===== src/rtl/ov7670_capture.sv =====
// ov7670_capture
//
// Receives the camera's DVP timing (pclk / href / vsync plus an 8-bit data
// bus) in the system clock domain. It pairs bytes into RGB565 pixels and
// presents each pixel with its column, row and linear frame-buffer address.
// It sits between the camera pins and the frame-buffer write port.
//
// Ports:
//   clk_i          system clock, at least 4x the camera pixel clock
//   reset_i        synchronous active-high reset
//   cam_pclk_i     camera pixel clock, sampled as ordinary data
//   cam_vsync_i    camera vsync, high during vertical blank
//   cam_href_i     camera line-valid
//   cam_data_i     camera data byte
//   pixel_o        RGB565 pixel, first byte in [15:8], second in [7:0]
//   pixel_valid_o  one-cycle strobe qualifying pixel_o / x_o / y_o / addr_o
//   x_o, y_o       column and row of the strobed pixel
//   addr_o         linear frame-buffer address of the strobed pixel
//   frame_start_o  one-cycle strobe on the vsync falling edge opening a frame
//   frame_done_o   one-cycle strobe when a frame ends
//   error_o        sticky framing error flag, cleared only by reset_i
module ov7670_capture #(
    parameter int ACTIVE_COLUMNS = 640,
    parameter int ACTIVE_ROWS    = 480,
    localparam int XW = (ACTIVE_COLUMNS > 1) ? $clog2(ACTIVE_COLUMNS) : 1,
    localparam int YW = (ACTIVE_ROWS > 1) ? $clog2(ACTIVE_ROWS) : 1,
    localparam int AW = (ACTIVE_COLUMNS * ACTIVE_ROWS > 1) ?
                        $clog2(ACTIVE_COLUMNS * ACTIVE_ROWS) : 1
) (
    input  logic          clk_i,
    input  logic          reset_i,
    input  logic          cam_pclk_i,
    input  logic          cam_vsync_i,
    input  logic          cam_href_i,
    input  logic [7:0]    cam_data_i,
    output logic [15:0]   pixel_o,
    output logic          pixel_valid_o,
    output logic [XW-1:0] x_o,
    output logic [YW-1:0] y_o,
    output logic [AW-1:0] addr_o,
    output logic          frame_start_o,
    output logic          frame_done_o,
    output logic          error_o
);

    typedef enum logic [1:0] {
        IDLE,
        VBLANK,
        FRAME,
        FINISH
    } state_t;

    state_t state, state_n;

    // Synchronizer: {pclk, href, vsync, data} travel through the same two
    // flops so they stay mutually aligned; a third flop on the control
    // lines provides edge detection.
    logic [10:0] sync1, sync2;
    logic        pclk_s3, href_s3, vsync_s3;

    logic        pclk_s2, href_s2, vsync_s2;
    logic [7:0]  data_s2;
    logic        pclk_rise, href_fall, vsync_rise, vsync_fall, capture;

    // Working counters and flags.
    logic [XW-1:0] x_cnt, x_n;
    logic [YW-1:0] y_cnt, y_n;
    logic [AW-1:0] addr_cnt, addr_n;
    logic          phase, phase_n;
    logic [7:0]    high_byte, high_n;
    logic          col_full, col_full_n;
    logic          row_full, row_full_n;
    logic          line_pix, line_pix_n;

    // Next values of the registered outputs.
    logic [15:0]   pixel_n;
    logic          pixel_valid_n;
    logic [XW-1:0] x_out_n;
    logic [YW-1:0] y_out_n;
    logic [AW-1:0] addr_out_n;
    logic          frame_start_n, frame_done_n, error_n;

    // Bring every camera signal into clk_i together.
    always_ff @(posedge clk_i) begin
        if (reset_i) begin
            sync1    <= '0;
            sync2    <= '0;
            pclk_s3  <= 1'b0;
            href_s3  <= 1'b0;
            vsync_s3 <= 1'b0;
        end else begin
            sync1    <= {cam_pclk_i, cam_href_i, cam_vsync_i, cam_data_i};
            sync2    <= sync1;
            pclk_s3  <= sync2[10];
            href_s3  <= sync2[9];
            vsync_s3 <= sync2[8];
        end
    end

    assign pclk_s2    = sync2[10];
    assign href_s2    = sync2[9];
    assign vsync_s2   = sync2[8];
    assign data_s2    = sync2[7:0];
    assign pclk_rise  = pclk_s2 & ~pclk_s3;
    assign href_fall  = ~href_s2 & href_s3;
    assign vsync_rise = vsync_s2 & ~vsync_s3;
    assign vsync_fall = ~vsync_s2 & vsync_s3;
    // href already low on its falling-edge cycle, so a coincident pclk
    // rise is naturally not captured.
    assign capture    = pclk_rise & href_s2;

    // Next-state and datapath decisions. col_full / row_full remember that
    // the last column / row has been written, so x and y never need to
    // represent one-past-the-end and addr can never wrap inside a frame.
    always_comb begin
        state_n       = state;
        x_n           = x_cnt;
        y_n           = y_cnt;
        addr_n        = addr_cnt;
        phase_n       = phase;
        high_n        = high_byte;
        col_full_n    = col_full;
        row_full_n    = row_full;
        line_pix_n    = line_pix;
        pixel_n       = pixel_o;
        pixel_valid_n = 1'b0;
        x_out_n       = x_o;
        y_out_n       = y_o;
        addr_out_n    = addr_o;
        frame_start_n = 1'b0;
        frame_done_n  = 1'b0;
        error_n       = error_o;

        case (state)
            IDLE: begin
                // Whatever partial frame is in flight after reset is skipped.
                if (vsync_s2) begin
                    state_n = VBLANK;
                end
            end

            VBLANK: begin
                if (vsync_fall) begin
                    frame_start_n = 1'b1;
                    x_n           = '0;
                    y_n           = '0;
                    addr_n        = '0;
                    phase_n       = 1'b0;
                    col_full_n    = 1'b0;
                    row_full_n    = 1'b0;
                    line_pix_n    = 1'b0;
                    state_n       = FRAME;
                end
            end

            FRAME: begin
                if (capture) begin
                    if (!phase) begin
                        high_n  = data_s2;
                        phase_n = 1'b1;
                    end else begin
                        phase_n = 1'b0;
                        if (row_full || col_full) begin
                            error_n = 1'b1;
                        end else begin
                            pixel_n       = {high_byte, data_s2};
                            pixel_valid_n = 1'b1;
                            x_out_n       = x_cnt;
                            y_out_n       = y_cnt;
                            addr_out_n    = addr_cnt;
                            line_pix_n    = 1'b1;
                            addr_n        = addr_cnt + 1'b1;
                            if (x_cnt == XW'(ACTIVE_COLUMNS - 1)) begin
                                col_full_n = 1'b1;
                            end else begin
                                x_n = x_cnt + 1'b1;
                            end
                        end
                    end
                end

                // Line end: an odd byte count leaves a dangling high byte.
                if (href_fall) begin
                    if (phase) begin
                        error_n = 1'b1;
                    end
                    phase_n    = 1'b0;
                    x_n        = '0;
                    col_full_n = 1'b0;
                    line_pix_n = 1'b0;
                    if (line_pix) begin
                        if (y_cnt == YW'(ACTIVE_ROWS - 1)) begin
                            row_full_n = 1'b1;
                        end else begin
                            y_n = y_cnt + 1'b1;
                        end
                    end
                end

                // A pixel completed on the vsync edge goes out first, so the
                // done strobe is pushed one cycle later through FINISH.
                if (vsync_rise) begin
                    if (!row_full_n) begin
                        error_n = 1'b1;
                    end
                    if (capture && phase) begin
                        state_n = FINISH;
                    end else begin
                        frame_done_n = 1'b1;
                        state_n      = VBLANK;
                    end
                end
            end

            FINISH: begin
                frame_done_n = 1'b1;
                state_n      = VBLANK;
            end

            default: begin
                state_n = IDLE;
            end
        endcase
    end

    // State, counters and registered outputs.
    always_ff @(posedge clk_i) begin
        if (reset_i) begin
            state         <= IDLE;
            x_cnt         <= '0;
            y_cnt         <= '0;
            addr_cnt      <= '0;
            phase         <= 1'b0;
            high_byte     <= '0;
            col_full      <= 1'b0;
            row_full      <= 1'b0;
            line_pix      <= 1'b0;
            pixel_o       <= '0;
            pixel_valid_o <= 1'b0;
            x_o           <= '0;
            y_o           <= '0;
            addr_o        <= '0;
            frame_start_o <= 1'b0;
            frame_done_o  <= 1'b0;
            error_o       <= 1'b0;
        end else begin
            state         <= state_n;
            x_cnt         <= x_n;
            y_cnt         <= y_n;
            addr_cnt      <= addr_n;
            phase         <= phase_n;
            high_byte     <= high_n;
            col_full      <= col_full_n;
            row_full      <= row_full_n;
            line_pix      <= line_pix_n;
            pixel_o       <= pixel_n;
            pixel_valid_o <= pixel_valid_n;
            x_o           <= x_out_n;
            y_o           <= y_out_n;
            addr_o        <= addr_out_n;
            frame_start_o <= frame_start_n;
            frame_done_o  <= frame_done_n;
            error_o       <= error_n;
        end
    end

endmodule

===== config.mk =====
export PLATFORM = sky130hd
export DESIGN_NAME = ov7670_capture
export DESIGN_NICKNAME = d
export VERILOG_FILES = /design/src/rtl/ov7670_capture.sv
export SDC_FILE = /design/constraint.sdc
export NUM_CORES = 1
export LEC_CHECK = 0
export CORE_UTILIZATION = 35
export DETAILED_ROUTE_END_ITERATION = 10
export GPL_ROUTABILITY_DRIVEN = 1
export REMOVE_ABC_BUFFERS = 1
export SYNTH_ARGS = -nofsm -noshare
export SYNTH_HDL_FRONTEND = slang
export SYNTH_SLANG_ARGS = --single-unit

===== constraint.sdc =====
create_clock -name clk_i -period 1.9 [get_ports clk_i]
set_input_delay 0.285 -clock clk_i [delete_from_list [all_inputs] [get_ports clk_i]]
set_output_delay 0.285 -clock clk_i [all_outputs]
set_load 0.005 [all_outputs]

==> Word-level counts from Yosys, hierarchy flattened <==
Cells that the tools add are included.
{ "classes": {"div_mod_pow": 0, "n_mux": 55, "addsub": 3, "magnitude_cmp": 0, "eq_ne": 19, "n_reduce_logical": 16, "shift": 0, "n_bitwise": 14, "n_mul": 0} }
{ "ops": {"columns": ["op", "n"], "rows": [
  ["2-to-1 mux 19 bit", 4],
  ["2-to-1 mux 10 bit", 6],
  ["case mux 19 bit (2 select lines)", 1],
  ["2-to-1 mux 9 bit", 4],
  ["2-to-1 mux 1 bit", 28],
  ["case mux 10 bit (2 select lines)", 1],
  ["adder 19 x 1 -> 19 bit, second input constant", 1],
  ["inequality test 2 bit, second input constant", 9],
  ["case mux 9 bit (2 select lines)", 1],
  ["inequality test 3 bit, second input constant", 5],
  ["AND reduction 5 bit", 3],
  ["AND reduction 6 bit", 2],
  ["adder 10 x 1 -> 10 bit, second input constant", 1],
  ["equality test 10 bit, second input constant", 1],
  ["case mux 1 bit (2 select lines)", 5],
  ["adder 9 x 1 -> 9 bit, second input constant", 1],
  ["equality test 9 bit, second input constant", 1],
  ["NOT 1 bit", 9],
  ["AND reduction 3 bit", 3],
  ["2-to-1 mux 2 bit", 4],
  ["case mux 2 bit (4 select lines)", 1],
  ["AND 1 bit", 5],
  ["equality test 2 bit, second input constant", 2],
  ["AND reduction 4 bit", 1],
  ["other kinds (8)", 8]
]} }
{ "totals": {"regBits": 135, "latch_bits": 0, "memories": 0, "ram_bits": 0, "romBits": 0} }

==> Longest topological paths before layout <==
{ "logic_depth": {"word_depth": 8, "mapped_depth": 8, "mapped_depth_nobuf": 7} }

==> Worst setup path before layout <==
OpenSTA, ideal clock, no wires.
{ "synth_path": {"path_type": "reg2reg", "from": "register state[1]", "to": "register y_cnt[7]", "path_stages_with_launch": 9, "n_path_buf": 1, "slack_ps": -94, "setup_time_ps": 131, "arrival_time_ps": 1863, "path_cell_list": "dfxtp_1 > inv_1 > ha_1 > clkbuf_1 > inv_1 > o21ai_1 > or4b_2 > xor2_1 > nor2_1"} }
{ "synth_between": {"elab_chain_len": 3, "word_cells_on_any_way": 9, "cone_classes": "6 x eq/ne; 1 x mux; 2 x reduce/logical"} }
{ "synth_lines": {"columns": ["element", "line_no", "rtl"], "rows": [
  ["from (decl)", "53", "state_t state, state_n;"],
  ["from (signal assigned)", "247", "state <= state_n;"],
  ["equality test 2 bit / equality test 2 x 1 -> 1 bit (equally long branches)", "134", "case (state)"],
  ["inequality test 2 bit (no line) / nonzero test 2 bit (equally long branches)", null, null],
  ["AND reduction 5 bit (no line)", null, null],
  ["to (signal assigned)", "249", "y_cnt <= y_n;"],
  ["to (decl)", "67", "logic [YW-1:0] y_cnt, y_n;"]
]} }
Parallel ways exist; a longest one is shown, timed or not.
A chain may end at the register's enable or synchronous reset.

==> Worst setup path after layout <==
{ "layout_path": {"from": "register pclk_s3", "to": "register addr_cnt[18]"} }
{ "layout_between": {"elab_chain_len": 5} }
{ "layout_lines": {"columns": ["element", "line_no", "rtl"], "rows": [
  ["from (decl)", "59", "logic pclk_s3, href_s3, vsync_s3;"],
  ["from (signal assigned)", "94", "pclk_s3 <= sync2[10];"],
  ["NOT 1 bit", "104", "assign pclk_rise = pclk_s2 & ~pclk_s3;"],
  ["AND 1 bit", "104", null],
  ["AND 1 bit", "110", "assign capture = pclk_rise & href_s2;"],
  ["inequality test 2 bit (no line)", null, null],
  ["AND reduction 5 bit (no line)", null, null],
  ["to (signal assigned)", "250", "addr_cnt <= addr_n;"],
  ["to (decl)", "68", "logic [AW-1:0] addr_cnt, addr_n;"]
]} }
Every way passes these cells.

==> metrics.md <==
| Metric | Value |
|---|---|
| Clock Skew | 0.00875 ns |
| First-pass GRT wire length | 20,200 µm |
| Hold depth | 2 |
| Filler cells | 1,350 |
| Final HPWL DP | 7990 µm |
| Routed wire length | 12,100 µm |
| Die Y | 125 µm |
| Layout Nets | around 730 |
| DR iter-0 viols | 229 |
| PnR Total Power | 0.00646 W |
| Yosys reg bits | 135 |
| Layout cell share with drive strength beyond 1 | 13.8% |
| Post-synthesis average cell area | roughly 8.6 µm² |
| Horiz. Die Dim | 125 µm |
| # Max-Cap Violations | 0 |
| Internal | 0.00510 W |
| Final hold viol count | 0 |
| HP Start | reset_i |
| Pleak | 2.45 nW |
| Met2 usage | 26.4% |
| Commonest non-fill, non-tap cell in the layout | dfxtp_1 |
| Relative slew slack | 67.5% |
| Num rows | 44 |
| Slew @ Worst Pin | around 0.49 ns |
| CTS tree | built |
| Netlist cell types | 49 |
| Post-synth top flop | dfxtp_1 |
| Async set-or-reset flop fraction in the synthesized netlist | 0% |
| Max H-tree Level | 4 |
| Synthesized area | 0.00526 mm² |
| Ant. Diodes | 0 |
| Total power per unit cell area | 905 mW/mm² |
| Fmax | 0.554 GHz |
| Switching part of the total power | 21.0% |
| Gr busiest metal | met2 |
| Switching component of the power | ~0.0014 W |
| Crit Path Category | flip-flop to flip-flop |
| Vias in the first global route | 4,300 |
| Number of enable flip-flop cells after synthesis | 0 |
| Cell count after synthesis | 609 |
| R2R cell count | 6 |
| Crit end category | flip-flop |
| DR WL/cell | 13.4 µm |
| Met1 usage | between 15 and 20% |
| Initial antenna violation count | 0 |
| Starting Density | 36.1% |
| Sequential power share | between 40% and 50% |
| Setup Viol. Count Final | 0 |
| Final Cell Area | 0.00713 mm² |
| Syn. warnings | 0 |
| Root Driver | clkbuf_16 |
| Met3 Use GR | 4.77% |
| Worst-Skew Late Latency | 0.41 ns |
| I/O pin count | 71 |
| R2R setup slack | 0.09 ns |
| CTS Sinks | ~140 |
| RSZ-0062 raised after global routing | false |
| Reg area | 0.00271 mm² |
| Pre-Repair DR Iteration Count | 5 |
| Status | complete, no violations |
| Setup total negative slack | 0 ns |
| Crit path launch | pclk_s3$_SDFF_PP0_ |
| Critical Path Source Type | flip-flop |
| TritonCTS Buffers | 17 |
| Part of the Yosys area used for sequential elements | 51.4% |
| Pre-CTS WS | -0.128 ns |
| Period utilization | 95.1% |
| Largest net degree at the start of global routing | 50 |
| Hold-fix buffers at CTS | 0 |
| R2R Path End | addr_cnt[18]$_SDFFE_PP0P_ |
| DRC errors left | 0 |
| Worst EP required | between 2 and 2.5 ns |
| Syn-to-layout area delta | 35.6% |
| Vias | 4,516 |
| DP Area | ~0.0064 mm² |
| Comb pwr share | ~5.0% |
| Total GRT Usage | 16.1% |
| Fin Hold WS | around 0.24 ns |
| Hold Path Class | input port to flip-flop |
| Final WS setup | 0.0938 ns |
| Port Buffer Count | 70 |
| Grt ovf | 0 |
| Commonest non-fill, non-tap cells in the layout | dfxtp_1 (133), nand2_1 (122), a21oi_1 (80), clkdlybuf4s50_1 (69), nor2_1 (35) |
| CP arrival | 2.15 ns |
| Post-DRT Antenna Nets | 0 |
| Vias per cell | 5.01 |
| Pins Over Slew Limit | 0 |
| Max Fanout on Critical Path | 5 |
| R2r startpoint | pclk_s3$_SDFF_PP0_ |
| Final min period | approximately 1.8 ns |
| CORE AREA | 0.0146 mm² |
| Footprint of the multi-input gates | 0.00255 mm² |
| WHS Endpoint | sync1[2]$_SDFF_PP0_ |
| Die area | 0.0155 mm² |
| Max VDD drop | 627 µV |
| Clock share of power | 50.4% |
| CTS clk-pin slew, worst paths | about 0.060 ns |
| Longest Clk Path Bufs | 2 |
| Placer congestion estimate | 0.784 |
-- sequential cells by signal (all words and copies together) (netlist names), 2 cells and up --
signal / cells
addr_cnt: 19
x_cnt: 10
sync1: 11
x_o: 10
high_byte: 8
sync2: 11
addr_o: 19
y_o: 9
y_cnt: 9
state: 2
pixel_o: 16
-- routing by layer --
layer	part of all wire [%]	vias up
met5	0	-
met4	1.0	0
met3	4.2	10
met2	49	96
met1	46	2119
li1	-	2291
-- synth_stat cells (all sizes together) (3+ instances only) --
cell type	count	share of area, %
a211oi	5	0.71
ha	7	1.7
buf	3	0.40
nand4	14	1.9
clkbuf	26	1.9
and4	5	0.83
xor2	7	1.2
or3	18	2.1
dfxtp	135	51
mux2i	8	1.5
nor2b	26	3.1
a31oi	4	0.59
nor3	4	0.38
nand3	18	1.7
nor4	3	0.48
inv	11	0.78
nor2	35	2.5
nand2b	5	0.59
and3	4	0.48
a22oi	3	0.52
o21ai	22	2.1
nand2	124	8.8
and2	5	0.59
a21oi	84	8.0
xnor2	7	1.2
nand3b	4	0.64
-- cells by family (layout without fill, tap and decap cells) --
family                     after synthesis  after routing  synth area share, %
adders and majority gates                7              7                 1.66
DFF                                    135            135                 51.4
and+or+nand+nor                        275            276                 25.8
xor gates and xnor gates                14             14                 2.33
buffers and inverters                   40            148                 3.04
muxes                                    9              9                 1.74
AOI/OAI and AO/OA                      129            129                 14.1
-- through the flow --
| step | utilization, % | instances |
|---|---|---|
| after floorplan | - | 580 |
| after global placement | 43.6 | 867 |
| after detailed placement | 43.6 | 867 |
| after CTS | 48.1 | 899 |
| after global routing | 48.9 | 902 |
| final | 48.9 | 902 |
-- layout make-up --
| type | count | share of cell area [%] |
|---|---|---|
| clock buffer | 24 | 7.03 |
| clock inverter | 7 | 1.30 |
| inverter | 11 | 0.579 |
| multi-input combinational | 435 | 35.7 |
| sequential | 135 | 38.0 |
| tap | 184 | 3.23 |
| timing repair buffer | 106 | 14.2 |
-- timing repair --
action,4_1_cts,5_1_grt
setup endpoints to repair,26,21
buffers inserted,1,2
pin swaps,1,10
resized for setup,12,18
gates cloned,0,1
-- critical path, stage by stage (launching register included) --
cell and delay (ns):
dfxtp_1 0.30, nand3b_2 0.31, o31ai_4 0.31, buf_12 0.16
nand4_4 0.11, or3_1 0.38, a21oi_1 0.15
-- worst max path at each step --
stage,endpoint,cells past startpoint
3_3_place_gp,addr_cnt[7]$_SDFFE_PP0P_,8
6_report,addr_cnt[18]$_SDFFE_PP0P_,6
5_1_grt,addr_cnt[13]$_SDFFE_PP0P_,6
4_1_cts,y_cnt[7]$_SDFFE_PP0P_,7
2_1_floorplan,addr_o[0]$_SDFFE_PP0P_,6
3_5_place_dp,addr_cnt[18]$_SDFFE_PP0P_,7
-- power groups by stage --
| stage | Combinational [W] | Clock (W) | Sequential (W) |
|---|---|---|---|
| 4_1_cts | 0.000304 | 0.00333 | 0.00288 |
| 3_5_place_dp | 0.000282 | 0 | 0.00294 |
| 6_report | 0.000326 | 0.00325 | 0.00288 |
| 5_1_grt | 0.000353 | 0.00348 | 0.00288 |
| 2_1_floorplan | 0.000136 | 0 | 0.00293 |
| 3_3_place_gp | 0.000280 | 0 | 0.00294 |
Power figures use the tool's default switching activity.
==> patch 1: new RTL, same settings <==
`high_byte`, `pixel_o` and `addr_o` no longer have a reset.
--- a/src/rtl/ov7670_capture.sv
+++ b/src/rtl/ov7670_capture.sv
@@ -233,3 +233,2 @@
             phase         <= 1'b0;
-            high_byte     <= '0;
             col_full      <= 1'b0;
@@ -237,3 +236,2 @@
             line_pix      <= 1'b0;
-            pixel_o       <= '0;
             pixel_valid_o <= 1'b0;
@@ -241,3 +239,2 @@
             y_o           <= '0;
-            addr_o        <= '0;
             frame_start_o <= 1'b0;
@@ -251,3 +248,2 @@
             phase         <= phase_n;
-            high_byte     <= high_n;
             col_full      <= col_full_n;
@@ -255,3 +251,2 @@
             line_pix      <= line_pix_n;
-            pixel_o       <= pixel_n;
             pixel_valid_o <= pixel_valid_n;
@@ -259,3 +254,2 @@
             y_o           <= y_out_n;
-            addr_o        <= addr_out_n;
             frame_start_o <= frame_start_n;
@@ -266,2 +260,8 @@
 
+    always_ff @(posedge clk_i) begin
+        high_byte <= high_n;
+        pixel_o   <= pixel_n;
+        addr_o    <= addr_out_n;
+    end
+
 endmodule
Check against the original RTL: differs if reset_i is asserted again (counterexample within 10 cycles, from zero or initial values and one cycle with reset_i high); with reset_i held inactive, the same outputs for 10 cycles.
==> patch 1 against the unedited design <==
Sequential share of layout area increased by 7.0 points; worst setup slack got worse by 51 ps; routed wire length decreased by 12%; worst hold slack improved by 110 ps; clock skew decreased by 1.0 ps; area after synthesis decreased by 2.9%; count of clock-buffer cells in the layout decreased by 3; via count decreased by 16%; sequential cell count unchanged; final area decreased by 2.0%; clock power decreased by 7.7%; total power decreased by 3.0%; largest power group is now registers.
==> patch 1: results (changes against the unedited design) <==
| Metric | Value |
|---|---|
| Detail-routed net length per standard cell | `13.8 um (+3.3%)` |
| Worst-Margin Slew | `602 ps (+114 ps)` |
| Fraction of the yosys area taken by sequential cells | `61.3% (+10 points)` |
| IR Drop Worst-Case VDD | `0.000492 V (-21%)` |
| Routed Wire Length | `10,600 um (-12%)` |
| Final worst clock skew | `7.74 ps (-1.01 ps)` |
| CLK BUF | `21 (-13%)` |
| Setup slack after placement | `-65.6 ps (+62.4 ps)` |
| Placed cell count | `729 (-16%)` |
| Complex-gate fraction of the synthesized area | `8.99% (-5.1 points)` |
| Filler instances | `1,269 (-6.0%)` |
| Share of post-route cells with drive strength above 1 | `18.1% (+4.3 points)` |
| Met2 Track Usage GR | `22.7% (-3.7 points)` |
| Leading cell types by total area after synthesis | `sky130_fd_sc_hd__dfxtp_1 (36%), sky130_fd_sc_hd__edfxtp_1 (25%), sky130_fd_sc_hd__nor2_1 (4.6%)` |
| Final clock period utilization by the worst path | `97.7% (+2.7 points)` |
| Die Outline Area | `15,100 um^2 (-2.9%)` |
| Routability Congestion | `0.781 (-0.45%)` |
| Status | `finished, final reports clean` |
| Kind of cell adding the most delay to the critical path | `compound AO/OA/AOI/OAI gates` |
| Reg2Reg Setup Slack | `40 ps (-50 ps)` |
| Reg-to-reg critical path startpoint | `row_full` |
| Post-detailed-placement half-perimeter wirelength | `7110 um (-11%)` |
| Data-path buffer share of cell area in the final layout | `15.3% (+1.0 points)` |
| Non-clock buffers | `116 (+9.4%)` |
| End point of the most critical hold path | `line_pix` |
| Vias in the first global route | `3,584 (-17%)` |
| Number of ordinary inverters in the final layout | `13 (+2)` |
| Syn Area/Cell | `11.2 um^2 (+30%)` |
| Leakage | `2.61 nW (+6.3%)` |
| Detailed-route wire length on metal 1 | `4800 um (-13%)` |
| Number of multi-input combinational cells in the layout | `291 (-33%)` |
| Global-route met1 utilization | `17.9% (-1.6 points)` |
| Arithmetic-cell share of the synthesized area counting full adders, half adders and majority gates | `1.71% (+0.050 points)` |
| Critical-path top delay cell | `sky130_fd_sc_hd__or3b_4` |
| Overall Global Routing Usage | `14.9% (-1.2 points)` |
| Fin nets | `594 (-18%)` |
| Number of vias per cell after detailed routing | `4.93 (-1.6%)` |
| Tightest hold margin | `344 ps (+109 ps)` |
| EDFF count, synth | `43 (+43)` |
| Most numerous cell types in the synthesized netlist | `sky130_fd_sc_hd__dfxtp_1 (92), sky130_fd_sc_hd__nor2_1 (62), sky130_fd_sc_hd__edfxtp_1 (43)` |
| Later-pin clock latency in the skew report | `430 ps (+20 ps)` |
| Detailed-routed wire length on met3 | `532 um (+3.9%)` |
| Critical path's largest stage delay | `430 ps (+50 ps)` |
| Mux share of post-synthesis cell area | `4.12% (+2.4 points)` |
| Global-route wire length before repair | `16,800 um (-17%)` |
| GR Util met3 | `5.48% (+0.72 points)` |
| Violation count after the first detailed-routing iteration | `260 (+14%)` |
| Fraction of area in registers | `44.9% (+7.0 points)` |
| First-pass detailed-route iteration total | `4 (-1)` |
| Worst r2r dst | `x_cnt[9]` |
patch 1: cell types whose count changed after synthesis, sizes merged, moves of 12 or more:
cell / delta
edfxtp: +43
or3: -12
nor2: +27
mux2i: +13
dfxtp: -43
nand2: -108
a21oi: -64
clkbuf: -16
patch 1: repair_timing:
action / in CTS / in global routing
gates resized for setup: 9 / 22
pin swaps: 2 / 7
setup endpoints to repair: 14 / 21
endpoints found under the hold margin: 0 / 0
buffers inserted: 2 / 3
cloned: 0 / 1
patch 1: where the power goes:
group / switching [mW] / internal [mW]
registers: 0.0158 / 2.99
clock network: 1.21 / 1.80
logic: 0.135 / 0.115
patch 1: worst max-delay path by stage:
stage / start / endpoint / depth (start not counted)
after floorplan: state[0] / addr_o[0] / 4
after global placement: state[1] / y_cnt[5] / 10
after detailed placement: state[1] / addr_cnt[15] / 7
after CTS: state[1] / y_cnt[8] / 9
after global routing: row_full / x_cnt[9] / 6
final: row_full / x_cnt[9] / 6
==> patch 2: new RTL, config.mk and constraints unchanged <==
Made on the original files. `ACTIVE_COLUMNS`: 640 -> 2560.
--- a/src/rtl/ov7670_capture.sv
+++ b/src/rtl/ov7670_capture.sv
@@ -22,3 +22,3 @@
 module ov7670_capture #(
-    parameter int ACTIVE_COLUMNS = 640,
+    parameter int ACTIVE_COLUMNS = 2560,
     parameter int ACTIVE_ROWS    = 480,
Interface: changed (resized addr_o and x_o); port bits go from 71 to 75. The function was not compared with the original's and may differ.
==> patch 2 against the unedited design <==
The flow now finishes with violations (setup timing); highest routed layer unchanged; area after synthesis grew 6.8%; sequential share of layout area shrank 1.4 points; synthesized cell count grew 6.1%; final area grew 10%; worst setup slack lost 210 ps; clock power grew 10%; total power grew 6.1%; sequential cell count grew 8; first-iteration DRC count grew 0.87%; final cell count grew 10%; die area grew 6.6%; combinational power shrank 31%; routed wire length grew 8.8%.
==> patch 2: results (changes against the unedited design) <==
| Metric | Value |
|---|---|
| Status | `finished with violations` |
| Violations in the final reports | `setup timing` |
| Violation count after the first detailed-routing iteration | `231 (+0.87%)` |
| Reg-to-reg critical path startpoint | `state[1]` |
| CP arrival | `2360 ps (+210 ps)` |
| Complex-gate fraction of the synthesized area | `14.7% (+0.65 points)` |
| Leading cell types by total area after synthesis | `sky130_fd_sc_hd__dfxtp_1 (51%), sky130_fd_sc_hd__nand2_1 (9.3%), sky130_fd_sc_hd__a21oi_1 (7.3%)` |
| Placed cell count | `952 (+9.8%)` |
| IR Drop Worst-Case VDD | `0.000605 V (-3.5%)` |
| Total number of vias | `4,913 (+8.8%)` |
| XOR/XNOR Fraction of Synth Area | `3.12% (+0.79 points)` |
| Critical-path top delay cell | `sky130_fd_sc_hd__or4_1` |
| Mux share of post-synthesis cell area | `1.43% (-0.31 points)` |
| Switching power | `1.46 mW (+7.9%)` |
| Arithmetic-cell share of the synthesized area counting full adders, half adders and majority gates | `1.56% (-0.11 points)` |
| Worst r2r dst | `x_cnt[11]` |
| Port buffer count | `74 (+5.7%)` |
| Number of vias per cell after detailed routing | `4.93 (-1.5%)` |
| End point of the most critical hold path | `sync1[8]` |
| Post-synth cell types | `57 (+16%)` |
| Final setup violating endpoints | `7 (+7)` |
| Global-route wire length before repair | `21,600 um (+7.1%)` |
| Fraction of the yosys area taken by sequential cells | `51.0% (-0.40 points)` |
| Routability Congestion | `0.767 (-2.2%)` |
| Vias in the first global route | `4,554 (+5.9%)` |
| Tightest slew margin relative to the limit | `64.7% (-2.8 points)` |
| Worst-case setup margin in the final layout | `-112 ps (-206 ps)` |
| Post-Synthesis Cells | `646 (+6.1%)` |
| Total Negative Setup Slacks | `-434 ps (-434 ps)` |
| Number of warnings reported in the yosys synthesis log | `0 (unchanged)` |
| Leakage | `2.82 nW (+15%)` |
| First-pass detailed-route iteration total | `4 (-1)` |
| Final worst clock skew | `6.47 ps (-2.28 ps)` |
| Share of post-route cells with drive strength above 1 | `16.9% (+3.2 points)` |
| Cell count of the worst reg-to-reg path | `7 (+1)` |
| Post-detailed-placement half-perimeter wirelength | `8880 um (+11%)` |
| Most numerous cell types in the synthesized netlist | `sky130_fd_sc_hd__dfxtp_1 (143), sky130_fd_sc_hd__nand2_1 (139), sky130_fd_sc_hd__a21oi_1 (82)` |
| Overall Global Routing Usage | `16.5% (+0.44 points)` |
| Critical path's largest stage delay | `550 ps (+170 ps)` |
| Fin nets | `792 (+9.1%)` |
| Detail-routed net length per standard cell | `13.2 um (-1.5%)` |
| Kind of cell adding the most delay to the critical path | `simple AND/OR/NAND/NOR gates` |
==> patch 2: changes by cell type after synthesis, moves of 3 or more <==
cell and delta:
sky130_fd_sc_hd__or4_1 +6, sky130_fd_sc_hd__buf_2 +5, sky130_fd_sc_hd__o31ai_1 +5, sky130_fd_sc_hd__a21o_1 +3, sky130_fd_sc_hd__nand4_1 -5, sky130_fd_sc_hd__dfxtp_1 +8, sky130_fd_sc_hd__xnor2_1 +4, sky130_fd_sc_hd__o21ai_0 -7
sky130_fd_sc_hd__buf_1 +3, sky130_fd_sc_hd__nor2_1 +5, sky130_fd_sc_hd__or3_1 -8, sky130_fd_sc_hd__nand2_1 +15, sky130_fd_sc_hd__clkbuf_1 -3
==> patch 2: layout make-up <==
| cell class | instances | area, um^2 |
|---|---|---|
| Timing Repair Buffer | 140 | 1320 |
| Inverter | 12 | 47.5 |
| Tap cell | 211 | 264 |
| Clock inverter | 14 | 203 |
| Sequential cell | 143 | 2870 |
| Multi-Input combinational cell | 458 | 2720 |
| Fill cell | 1469 | 7570 |
| Clock buffer | 18 | 439 |
==> patch 2: through the flow <==
step	hold WS, ps	setup slack [ps]	cell area, um^2
3_5_place_dp	422	-179	6940
3_3_place_gp	417	-118	6940
5_1_grt	259	-176	7860
2_1_floorplan	354	-1990	5480
4_1_cts	236	-47.9	7650
6_report	247	-112	7860
==> patch 2: per-layer routing <==
layer	vias up	wire [um]	track usage, %
met5	-	0	0
met3	17	393	3.58
met2	88	6500	27.8
li1	2475	-	-
met1	2333	5990	20.2
met4	0	226	7.61
==> patch 2: cells by family (layout without fill, tap and decap cells) <==
family,Yosys count,after routing
compound gates,136,136
fa+ha+maj,7,7
flops,143,143
mux,8,8
buf+inv,45,184
simple gates,287,287
xor+xnor,20,20
==> patch 2: worst max path at each step <==
| stage | from | to | slack, ps | cells after the start |
|---|---|---|---|---|
| after floorplan | state[0] | addr_o[0] | -1990 | 6 |
| final | state[1] | x_cnt[11] | -110 | 7 |
| after CTS | state[1] | x_cnt[11] | -50 | 7 |
| after global placement | state[1] | x_cnt[4] | -120 | 8 |
| after global routing | state[1] | x_cnt[11] | -180 | 7 |
| after detailed placement | state[1] | x_cnt[11] | -180 | 7 |
==> patch 2: repair_timing <==
item | in CTS | in global routing
resized for setup | 13 | 29
pin swaps | 3 | 6
cloned | 0 | 0
endpoints found under the setup margin | 54 | 97
setup buffers | 3 | 9
==> patch 2: power by group through the flow <==
| stage | Clock, mW | Combinational (mW) | Sequential (mW) |
|---|---|---|---|
| after global routing | 3.80 | 0.249 | 3.04 |
| after detailed placement | 0 | 0.215 | 3.10 |
| after CTS | 3.67 | 0.218 | 3.04 |
| after floorplan | 0 | 0.0828 | 3.10 |
| final | 3.58 | 0.226 | 3.04 |
| after global placement | 0 | 0.209 | 3.10 |
